===== config.mk =====
export PLATFORM = sky130hd
export DESIGN_NAME = id_ex_register
export DESIGN_NICKNAME = d
export VERILOG_FILES = /design/src/rtl/id_ex_register_pkg.sv /design/src/rtl/id_ex_register.sv
export SDC_FILE = /design/constraint.sdc
export NUM_CORES = 1
export LEC_CHECK = 0
export CAP_MARGIN = 5
export CORE_ASPECT_RATIO = 0.8
export CORE_MARGIN = 2
export CORE_UTILIZATION = 41
export DETAILED_ROUTE_END_ITERATION = 7
export PLACE_DENSITY = 0.81
export SYNTH_ARGS = -nofsm -noshare
export SYNTH_HDL_FRONTEND = slang
export SYNTH_SLANG_ARGS = --single-unit

===== constraint.sdc =====
create_clock -name i_clk -period 1.4 [get_ports i_clk]
set_clock_uncertainty 0.1 [all_clocks]
set_input_delay 0.28 -clock i_clk [delete_from_list [all_inputs] [get_ports i_clk]]
set_output_delay 0.28 -clock i_clk [all_outputs]
set_load 0.02 [all_outputs]

===== src/rtl/id_ex_register_pkg.sv =====
// Shared MIPS decode encodings used by the ID/EX pipeline register.
// ALU op classes and destination-register selects.
package id_ex_register_pkg;
    localparam logic [2:0] ALU_OP_ADD   = 3'b000;
    localparam logic [2:0] ALU_OP_SUB   = 3'b001;
    localparam logic [2:0] ALU_OP_RTYPE = 3'b010;
    localparam logic [2:0] ALU_OP_AND   = 3'b011;
    localparam logic [2:0] ALU_OP_OR    = 3'b100;
    localparam logic [2:0] ALU_OP_SLT   = 3'b101;
    localparam logic [2:0] ALU_OP_LUI   = 3'b110;

    localparam logic [1:0] REG_DST_RT = 2'b00;
    localparam logic [1:0] REG_DST_RD = 2'b01;
    localparam logic [1:0] REG_DST_RA = 2'b10;
endpackage


===== src/rtl/id_ex_register.sv =====
// ID/EX pipeline register with stall, flush/bubble insertion and load-use export.
// Optional ID_EX_PERF_CNT_EN adds stall and bubble event counters.
module id_ex_register
    import id_ex_register_pkg::*;
#(
    parameter int DATA_W     = 32,
    parameter int REG_ADDR_W = 5,
    parameter int CNT_W      = 32
) (
    input  logic                  i_clk,
    input  logic                  i_rst_n,
    input  logic                  i_stall,
    input  logic                  i_flush,
    input  logic                  i_valid,
    input  logic [DATA_W-1:0]     i_pc_plus4,
    input  logic [DATA_W-1:0]     i_rs_data,
    input  logic [DATA_W-1:0]     i_rt_data,
    input  logic [DATA_W-1:0]     i_imm_ext,
    input  logic [REG_ADDR_W-1:0] i_rs_addr,
    input  logic [REG_ADDR_W-1:0] i_rt_addr,
    input  logic [REG_ADDR_W-1:0] i_rd_addr,
    input  logic [4:0]            i_shamt,
    input  logic [5:0]            i_func_code,
    input  logic [5:0]            i_opcode,
    input  logic [2:0]            i_alu_op,
    input  logic                  i_alu_src,
    input  logic [1:0]            i_reg_dst,
    input  logic                  i_reg_write,
    input  logic                  i_mem_read,
    input  logic                  i_mem_write,
    input  logic                  i_mem_to_reg,
    input  logic                  i_halt,
    output logic                  o_valid,
    output logic [DATA_W-1:0]     o_pc_plus4,
    output logic [DATA_W-1:0]     o_rs_data,
    output logic [DATA_W-1:0]     o_rt_data,
    output logic [DATA_W-1:0]     o_imm_ext,
    output logic [REG_ADDR_W-1:0] o_rs_addr,
    output logic [REG_ADDR_W-1:0] o_rt_addr,
    output logic [REG_ADDR_W-1:0] o_rd_addr,
    output logic [4:0]            o_shamt,
    output logic [5:0]            o_func_code,
    output logic [5:0]            o_opcode,
    output logic [2:0]            o_alu_op,
    output logic                  o_alu_src,
    output logic [1:0]            o_reg_dst,
    output logic                  o_reg_write,
    output logic                  o_mem_read,
    output logic                  o_mem_write,
    output logic                  o_mem_to_reg,
    output logic                  o_halt,
`ifdef ID_EX_PERF_CNT_EN
    output logic [CNT_W-1:0]      o_stall_cnt,
    output logic [CNT_W-1:0]      o_bubble_cnt,
`endif
    output logic                  o_load_use
);
    typedef struct packed {
        logic                  valid;
        logic [DATA_W-1:0]     pc_plus4;
        logic [DATA_W-1:0]     rs_data;
        logic [DATA_W-1:0]     rt_data;
        logic [DATA_W-1:0]     imm_ext;
        logic [REG_ADDR_W-1:0] rs_addr;
        logic [REG_ADDR_W-1:0] rt_addr;
        logic [REG_ADDR_W-1:0] rd_addr;
        logic [4:0]            shamt;
        logic [5:0]            func_code;
        logic [5:0]            opcode;
        logic [2:0]            alu_op;
        logic                  alu_src;
        logic [1:0]            reg_dst;
        logic                  reg_write;
        logic                  mem_read;
        logic                  mem_write;
        logic                  mem_to_reg;
        logic                  halt;
    } entry_t;

    entry_t d, bubble, q;
    logic   load_bubble;

    // Invalid ID slots are squashed the same way as an explicit flush.
    assign load_bubble = i_flush || (!i_stall && !i_valid);

    always_comb begin
        bubble        = '0;
        bubble.alu_op = ALU_OP_ADD;

        d            = '0;
        d.valid      = 1'b1;
        d.pc_plus4   = i_pc_plus4;
        d.rs_data    = i_rs_data;
        d.rt_data    = i_rt_data;
        d.imm_ext    = i_imm_ext;
        d.rs_addr    = i_rs_addr;
        d.rt_addr    = i_rt_addr;
        d.rd_addr    = i_rd_addr;
        d.shamt      = i_shamt;
        d.func_code  = i_func_code;
        d.opcode     = i_opcode;
        d.alu_op     = i_alu_op;
        d.alu_src    = i_alu_src;
        d.reg_dst    = i_reg_dst;
        d.reg_write  = i_reg_write;
        d.mem_read   = i_mem_read;
        d.mem_write  = i_mem_write;
        d.mem_to_reg = i_mem_to_reg;
        d.halt       = i_halt;
    end

    always_ff @(posedge i_clk) begin
        if (!i_rst_n)
            q <= bubble;
        else if (load_bubble)
            q <= bubble;
        else if (!i_stall)
            q <= d;
    end

`ifdef ID_EX_PERF_CNT_EN
    always_ff @(posedge i_clk) begin
        if (!i_rst_n) begin
            o_stall_cnt  <= '0;
            o_bubble_cnt <= '0;
        end else begin
            if (i_stall && !i_flush)
                o_stall_cnt <= o_stall_cnt + 1'b1;
            if (load_bubble)
                o_bubble_cnt <= o_bubble_cnt + 1'b1;
        end
    end
`endif

    assign o_valid      = q.valid;
    assign o_pc_plus4   = q.pc_plus4;
    assign o_rs_data    = q.rs_data;
    assign o_rt_data    = q.rt_data;
    assign o_imm_ext    = q.imm_ext;
    assign o_rs_addr    = q.rs_addr;
    assign o_rt_addr    = q.rt_addr;
    assign o_rd_addr    = q.rd_addr;
    assign o_shamt      = q.shamt;
    assign o_func_code  = q.func_code;
    assign o_opcode     = q.opcode;
    assign o_alu_op     = q.alu_op;
    assign o_alu_src    = q.alu_src;
    assign o_reg_dst    = q.reg_dst;
    assign o_reg_write  = q.reg_write;
    assign o_mem_read   = q.mem_read;
    assign o_mem_write  = q.mem_write;
    assign o_mem_to_reg = q.mem_to_reg;
    assign o_halt       = q.halt;
    assign o_load_use   = q.valid & q.mem_read;
endmodule


==> impl_results.md <==
- Largest fanout on the critical path: 3
- Crit-path cells: and2_4 -> buf_6
- CTS clk-pin slew, worst paths: 0.07 ns
- Register area: 3450 um2
- Status: finished, final reports clean
- Fmax achieved: 0.718 GHz
- Tmin final: 1.39 ns
- Max Buffers Root-to-Sink: 2
- Synth Register Bits: 172
- Slowest CP cell: dfxtp_2
- CTS tree: done
- Vias: 6590
- Detailed Route WL: 21.7 mm
- Unique masters post-synth: 15
- Slew margin rel.: 85.6%
- First-pass GRT wire length: 32.3 mm
- Fillcell total: 1470
- Syn nets: 941
- Setup TNS Final: 0 ns
- Leakage: 4.07 nW
- Syn Area/Cell: 9.23 um2
- GRT overflow: 0
- CTS buffer count: 17
- Maximum level of the CTS H-tree: 4
- Synth Warn #: 0
- VDD IR max: 762 uV
- Largest family of logic cells by synthesized area: simple AND/OR/NAND/NOR gates
- Compound-cell area share of the yosys netlist: 15.9%
- Max_cap viols: 0
- Avg Vias per Cell: 4.95
- Largest net degree at the start of global routing: 66
- Synth Area in Simple Gates: 27.5%
- Yosys top cell area share: 48.8%
- Worst slack at placement: -0.131 ns
- DRC: 0
- Post-synthesis adder-cell area fraction: 0%
- Routed Antenna Nets: 0
- Dominant delay contributor by cell family on the critical path: flip-flops
- HP Class: primary input to register
- Final Worst Setup Slack: 0.00716 ns
- Cell area after synthesis: 7060 um2
- Area of the multi-input gates: 3080 um2
- Layout Area Growth over Synthesis: 49.3%
- Clock Tree Root: clkbuf_16
- Pwr per Cell Area: 1050 nW/um2
- Unrepaired setup endpoints after global routing: yes
- Final Hold Viols: 0
- Layout cells sized above 1: 28.9%
- CP endpoint kind: output port
- Worst skew pair latency: 0.42 ns
- GPL Wtd Cong: 0.776
- CTS Hold Bufs: 0
- Row cnt: 42
- DR WL/cell: 16.3 um
- Worst-Margin Slew: 0.216 ns
- Initial antenna violation count: 0
- Seq/Total Area, Yosys: 48.8%
- Synth area leader: dfxtp_1
- Post-synthesis mux area share: 0.142%
- Die height: 121 um
- DR pass1 iterations: 5
- Initial DRC count: 283
- Core area: 16700 um2
- Part of the cycle the worst path needs: 99.5%
- CP Launch Type: register
- Antenna fix cells: 0
- Critical Path RT: 1.02 ns
- Post-DP HPWL: 15.6 mm
- Slew Limit Fails: 0
- # setup viols final: 0
- Vias in the first global route: 6178
- Mapped Cells: 765
- Port Buffers: 348
- Post-CTS setup buffer count: 0
- Initial Util: 42.2%
- Final net count: 1274
- All-layer global routing usage: 22.6%
- Die width: 151 um
- Buf/Inv on CP: 1
- I/O Pins: 349
- Critical path arrival: 1.01 ns
- Clock Sink Count: 172
- Crit path largest cell delay: 0.33 ns
- Crit path kind: register to output port
- Die area: 18300 um2
- Top cells by area, synth: dfxtp_1 49%, nand3b_1 18%, nand2_1 9.1%
- Synth Area in XOR/XNOR: 0%
per-layer routing:
metal	track usage [%]	vias to the layer above	share of wire [%]
met3	8.72	29	11
met4	7.24	0	2.0
met1	26.0	3059	39
li1	-	3263	-
met5	0	-	0
met2	38.5	239	48
worst paths after layout:
kind	depth (start not counted)	from	slack, ns	end
min reg2reg	2	o_reg_dst[1]	0.35	o_reg_dst[1]
min	3	i_valid	0.13	o_reg_write
max reg2reg	3	o_mem_read	0.64	o_mem_read
max	2	o_mem_read	0.007	o_load_use
cells in the mapped netlist:
| cell type | number |
|---|---|
| buf_6 | 22 |
| buf_2 | 30 |
| buf_12 | 1 |
| nand3b_1 | 171 |
| dfxtp_1 | 172 |
| a21oi_2 | 71 |
| nor2_1 | 1 |
| nand2b_1 | 1 |
| clkbuf_1 | 10 |
| nand2_1 | 171 |
| a21oi_1 | 100 |
| buf_1 | 3 |
| buf_4 | 10 |
| and2_1 | 1 |
| mux2i_1 | 1 |
report_power, final:
group	switching, mW	internal (mW)
Clock	2.04	2.47
Sequential	0.0487	4.99
Combinational	0.679	0.822
kinds of logic (layout without fill, tap and decap cells):
kind of cell    Yosys count  in the layout
buf+inv                  76            422
mux                       1              1
flops                   172            172
compound gates          171            171
simple gates            345            345
tightest hold or removal path: stages:
cell,delay (ns)
buf_6,0.16
nand3b_1,0.10
a21oi_1,0.06
stage by stage:
stage / hold slack, ns / instance area (um2) / total power [mW] / util [%] / std cells
after floorplan: 0.343 / 7060 / 5.88 / - / 765
after global placement: 0.339 / 10800 / 6.73 / 64.9 / 1299
after detailed placement: 0.347 / 10800 / 6.75 / 64.9 / 1299
after CTS: 0.114 / 10600 / 11.1 / 63.2 / 1331
after global routing: 0.135 / 10500 / 11.5 / 63.1 / 1331
final: 0.132 / 10500 / 11.0 / 63.1 / 1331
cell usage in the layout, fill, tap and decap left out:
master and instances:
buf_2 172, clkbuf_1 3, clkinvlp_4 5, mux2i_1 1, bufinv_16 1, and2_4 1
nor2_1 1, buf_4 23, a21oi_2 71, buf_6 2, clkbuf_16 17, clkinv_2 2
clkdlybuf4s50_1 173, dfxtp_2 2, clkbuf_8 1, nand3b_1 171, a21oi_1 100, dfxtp_1 170
nand2_1 171, nand2b_4 1, buf_12 19, inv_6 4
timing repair:
item                       CTS  global route
resized for setup          704             3
setup endpoints to repair  173             4
pin swaps                    1             0
final cells by class:
type | instances | area share [%]
clock buffers | 20 | 4.14
repair buffers | 390 | 30.2
well taps | 220 | 2.61
multi-input cells | 517 | 29.3
clock inverters | 12 | 1.07
flip-flops and latches | 172 | 32.7
(Power assumes the default switching activity.)
